--- src/rtl/config_bitstream_receiver.sv ---
// Serial configuration receiver: shifts bits into a shadow register and commits
// the full stream atomically to config_out, flagging short and overrun streams.
module config_bitstream_receiver #(
    parameter int unsigned TOTAL_NUM_BITS = 465,
    parameter int unsigned COUNT_WIDTH    = $clog2(TOTAL_NUM_BITS + 1)
) (
    input  logic                      clock,
    input  logic                      reset_n,
    input  logic                      sync_reset,
    input  logic                      bitstream_in,
    input  logic                      bitstream_valid,
    input  logic                      done_in,
    output logic [TOTAL_NUM_BITS-1:0] config_out,
    output logic                      config_valid,
    output logic                      busy,
    output logic                      error,
    output logic                      scan_out,
    output logic [COUNT_WIDTH-1:0]    bit_count
);

    localparam int unsigned N = TOTAL_NUM_BITS;

    localparam logic [1:0] S_IDLE      = 2'd0;
    localparam logic [1:0] S_LOADING   = 2'd1;
    localparam logic [1:0] S_COMMITTED = 2'd2;
    localparam logic [1:0] S_ERROR     = 2'd3;

    localparam logic [COUNT_WIDTH-1:0] LAST_CNT = COUNT_WIDTH'(N - 1);

    logic [1:0]             state, state_nxt;
    logic [N-1:0]           shadow, shadow_nxt, shifted;
    logic [N-1:0]           config_nxt;
    logic                   config_valid_nxt;
    logic                   busy_nxt;
    logic                   error_nxt;
    logic                   scan_nxt;
    logic [COUNT_WIDTH-1:0] count_nxt;

    assign shifted = {shadow[N-2:0], bitstream_in};

    // Next-state and next-output decode
    always_comb begin
        state_nxt        = state;
        shadow_nxt       = shadow;
        config_nxt       = config_out;
        config_valid_nxt = config_valid;
        error_nxt        = error;
        count_nxt        = bit_count;

        if (sync_reset) begin
            state_nxt        = S_IDLE;
            shadow_nxt       = '0;
            count_nxt        = '0;
            error_nxt        = 1'b0;
            config_valid_nxt = 1'b0;
        end else begin
            case (state)
                S_IDLE: begin
                    if (bitstream_valid) begin
                        shadow_nxt = shifted;
                        count_nxt  = COUNT_WIDTH'(1);
                        state_nxt  = S_LOADING;
                    end
                end
                S_LOADING: begin
                    if (bitstream_valid) begin
                        shadow_nxt = shifted;
                        count_nxt  = bit_count + COUNT_WIDTH'(1);
                        if (bit_count == LAST_CNT) begin
                            config_nxt       = shifted;
                            config_valid_nxt = 1'b1;
                            state_nxt        = S_COMMITTED;
                        end else if (done_in) begin
                            error_nxt = 1'b1;
                            state_nxt = S_ERROR;
                        end
                    end else if (done_in) begin
                        error_nxt = 1'b1;
                        state_nxt = S_ERROR;
                    end
                end
                S_COMMITTED: begin
                    // An extra bit after a full stream is an overrun; the bit is dropped
                    if (bitstream_valid) begin
                        error_nxt = 1'b1;
                        state_nxt = S_ERROR;
                    end
                end
                S_ERROR: begin
                    state_nxt = S_ERROR;
                end
                default: begin
                    state_nxt = S_IDLE;
                end
            endcase
        end

        busy_nxt = (state_nxt == S_LOADING);
        scan_nxt = shadow_nxt[N-1];
    end

    // State and output registers
    always_ff @(posedge clock or negedge reset_n) begin
        if (!reset_n) begin
            state        <= S_IDLE;
            shadow       <= '0;
            config_out   <= '0;
            config_valid <= 1'b0;
            busy         <= 1'b0;
            error        <= 1'b0;
            scan_out     <= 1'b0;
            bit_count    <= '0;
        end else begin
            state        <= state_nxt;
            shadow       <= shadow_nxt;
            config_out   <= config_nxt;
            config_valid <= config_valid_nxt;
            busy         <= busy_nxt;
            error        <= error_nxt;
            scan_out     <= scan_nxt;
            bit_count    <= count_nxt;
        end
    end

endmodule
--- config.mk ---
export PLATFORM = sky130hd
export DESIGN_NAME = config_bitstream_receiver
export DESIGN_NICKNAME = d
export VERILOG_FILES = /design/src/rtl/config_bitstream_receiver.sv
export SDC_FILE = /design/constraint.sdc
export NUM_CORES = 1
export LEC_CHECK = 0
export ABC_CLOCK_PERIOD_IN_PS = 3100
export CAP_MARGIN = 25
export CORE_MARGIN = 2
export CORE_UTILIZATION = 35
export DETAILED_ROUTE_END_ITERATION = 6
export GPL_ROUTABILITY_DRIVEN = 0
export GPL_TIMING_DRIVEN = 1
export PLACE_DENSITY = 0.66
export SYNTH_ARGS = -nofsm -noshare
export SYNTH_HDL_FRONTEND = slang
export SYNTH_SLANG_ARGS = --single-unit
--- constraint.sdc ---
create_clock -name clock -period 3.1 [get_ports clock]
set_input_delay 0.465 -clock clock [delete_from_list [all_inputs] [get_ports clock]]
set_output_delay 0.465 -clock clock [all_outputs]
set_load 0.03 [all_outputs]
==> results.cfg <==
[logic_synthesis]
syn_inst = 3083
synthTopCellsByCount = 1401 x nand2_1, 944 x dfrtp_1, 465 x a22o_1
async_reset_ff_share_pct = 100.0
synth_cell_types = 37
synthTopCellsByArea = dfrtp_1 68%, nand2_1 15%, a22o_1 12%, buf_6 1.6%, clkbuf_1 1.1%
synth.avg_cell_area_sq_um = 11.22
syn_area_sq_um = 34590
ys.flop_type = dfrtp_1
synth_most_common_cell = nand2_1
synth_top_area_cell = dfrtp_1
yosysWarningCount = 0
netlist.area_leader.share_pct = 68.29
synth.net_count = 3091
synth-edff-count = 0
yosysSeqAreaShare_pct = 68.29
ys_ff_latch = 944

[pwr]
p_per_area_nw_per_um2 = 565.7
peakVddDrop_uv = 405.9
p_leak_nw = 22.61
finalPower_mw = 25.15

[grt]
grt_pass1_wl_microns = 140100
antenna_found_initial = 2
grt_use_total_pct = 17.04
grt_pass1_vias = 24530
overflow = 0
grt_max_degree = 110

[sta]
rsz0062_at_grt = false
final.period_utilization_pct = 75.68
finalHoldViolCount = 0
fmax_mhz = 426.3
holdWs_ns = 0.4119
tightest_slew_ns = 0.7568
setup_viol = 0
skew_ns = 0.01743
slew_headroom_pct = 49.44
maxSlewViolCount = 0
tns_ns = 0
post-route-min-period_ns = 2.346

[worst_setup_path]
reg2reg_slack_ns = 0.75
cp_slowest_cell = or4_4
crit_start = bit_count[0]
endpoint = config_out[436]
cpPeakStageDelay_ns = 0.61
crit_type = reg -> reg
required_ns = 3.64
cp_common_cell = nand2_1
cp.arrival_ns = 2.89
crit_fanout = 50
cp-end-kind = flip-flop
path_cells = inv_1, ha_1, nand4b_1, or4_4, buf_12, buf_4, nand2_1, nand2_1
startpoint_type = flip-flop
timing.rr.start = bit_count[0]
worstReg2RegEnd = config_out[436]
reg2reg_depth = 8

[cells_and_area]
drive_gt1_share_pct = 7.333
final_area_sq_um = 44460
final_nets = 3566
area_growth_pct = 28.54
antennaDiodeCount = 0

[routing]
drt-wirelength-per-cell_microns = 17.53
drc = 0
via_per_inst = 4.917
drtIter0Drc = 2055
drt-total-wl_microns = 86410
num_vias = 24230
antenna_left = 0
first_pass_iters = 5

[status]
status = finished clean

[die]
initial_core_util_pct = 35.25
die_area_sq_um = 101400
io-pin-count = 484
die_x_microns = 318.4
die_h_microns = 318.4
coreArea_sq_um = 98130
rows = 115

[cts]
postCtsSetupBuffers = 0
cts_buffers = 99
tritoncts = yes
clk_pin_slew_ns = 0.06
clockRootBuffer = clkbuf_16
clk_path_buf_depth = 3
htreeDepth = 3
cts_num_sinks = 944
clk_latency_ns = 0.66

[min_path]
min_path_type = in -> async

[place]
placed_area_sq_um = 41070
dp_hpwl_microns = 57570
portBuffers = 483

[run]
maxCapViolations = 0
## area by class of cell
cell class	count	area [sq um]
inverter	6	22.52
timing repair buffer	584	6088
clock buffer	145	2924
multi-input combinational	1923	9734
sequential	944	23620
tap	1287	1610
clock inverter	39	457.9
fill	8985	53670
## report_power, final
part	internal [mW]	switching, mW	leakage (nW)
combinational	0.133	0.528	7.74
sequential	12.3	0.00991	13.2
clock	7.23	4.92	1.67
total	19.7	5.46	22.6
## worst min path at each step
stage                          startpoint         endpoint  slack (ns)
final                             reset_n  config_out[449]        0.41
after global routing              reset_n  config_out[449]        0.44
after CTS                    bitstream_in    config_out[0]        0.35
after detailed placement  config_out[358]  config_out[358]        0.45
after global placement    config_out[287]  config_out[287]        0.45
after floorplan                   reset_n     bit_count[0]        0.17
## metrics by stage
stage               utilization [%]  std cells  setup slack (ns)
detailed placement            41.85       4743            0.3479
global placement              41.85       4743            0.3934
floorplan                         -       3083             1.049
global route                  45.31       4928            0.6668
finish                        45.31       4928            0.7540
CTS                           45.31       4928            0.6811
## timing repair
item	in CTS	in global routing
hold buffers	1	0
endpoints found under the hold margin	45	0
resized for setup	0	0
## critical path, delay by kind of cell (launching register included)
kind	cells	cell delay (ns)
adder cells (fa/ha/maj)	1	0.14
buffers and inverters	3	0.60
AND/OR/NAND/NOR	4	0.98
flip-flops	1	0.47
## sequential cells by signal, summed over array words and instances, names as in the netlist
name	flops
bit_count	9
busy	1
config_out	465
config_valid	1
error	1
scan_out	1
shadow	464
state	2
## per-layer routing
layer / vias to the layer above / global-route usage, % / share of wire, %
li1: 11180 / - / -
met1: 12280 / 23.99 / 46
met2: 659 / 26.80 / 47
met3: 111 / 3.173 / 5.2
met4: 4 / 5.192 / 2.2
met5: - / 0 / 0.034
## logic make-up after synthesis
| kind of cell | after synthesis | synth area share [%] |
|---|---|---|
| AND/OR/NAND/NOR | 1431 | 15.74 |
| flip-flops | 944 | 68.29 |
| AO/OA/AOI/OAI | 487 | 12.18 |
| buffers and inverters | 216 | 3.635 |
| XOR/XNOR | 2 | 0.05065 |
| adder cells (fa/ha/maj) | 2 | 0.07233 |
| multiplexers | 1 | 0.02894 |
## cells in the final DEF, fill, tap and decap left out, drive strengths merged, types with 2 or more instances in the layout
cell type / netlist / routed
buf: 107 / 101
nand2: 1401 / 1401
a22o: 465 / 465
bufinv: 0 / 8
clkinvlp: 0 / 3
nor2: 8 / 8
ha: 2 / 2
or4: 2 / 2
dfrtp: 944 / 944
clkbuf: 103 / 145
inv: 6 / 13
a21oi: 4 / 4
nand3: 2 / 2
nor2b: 3 / 3
clkinv: 0 / 21
nor3: 3 / 3
and3: 3 / 3
o21ai: 9 / 9
clkdlybuf4s50: 0 / 482
No activity file was read; power rests on OpenSTA's default activity.
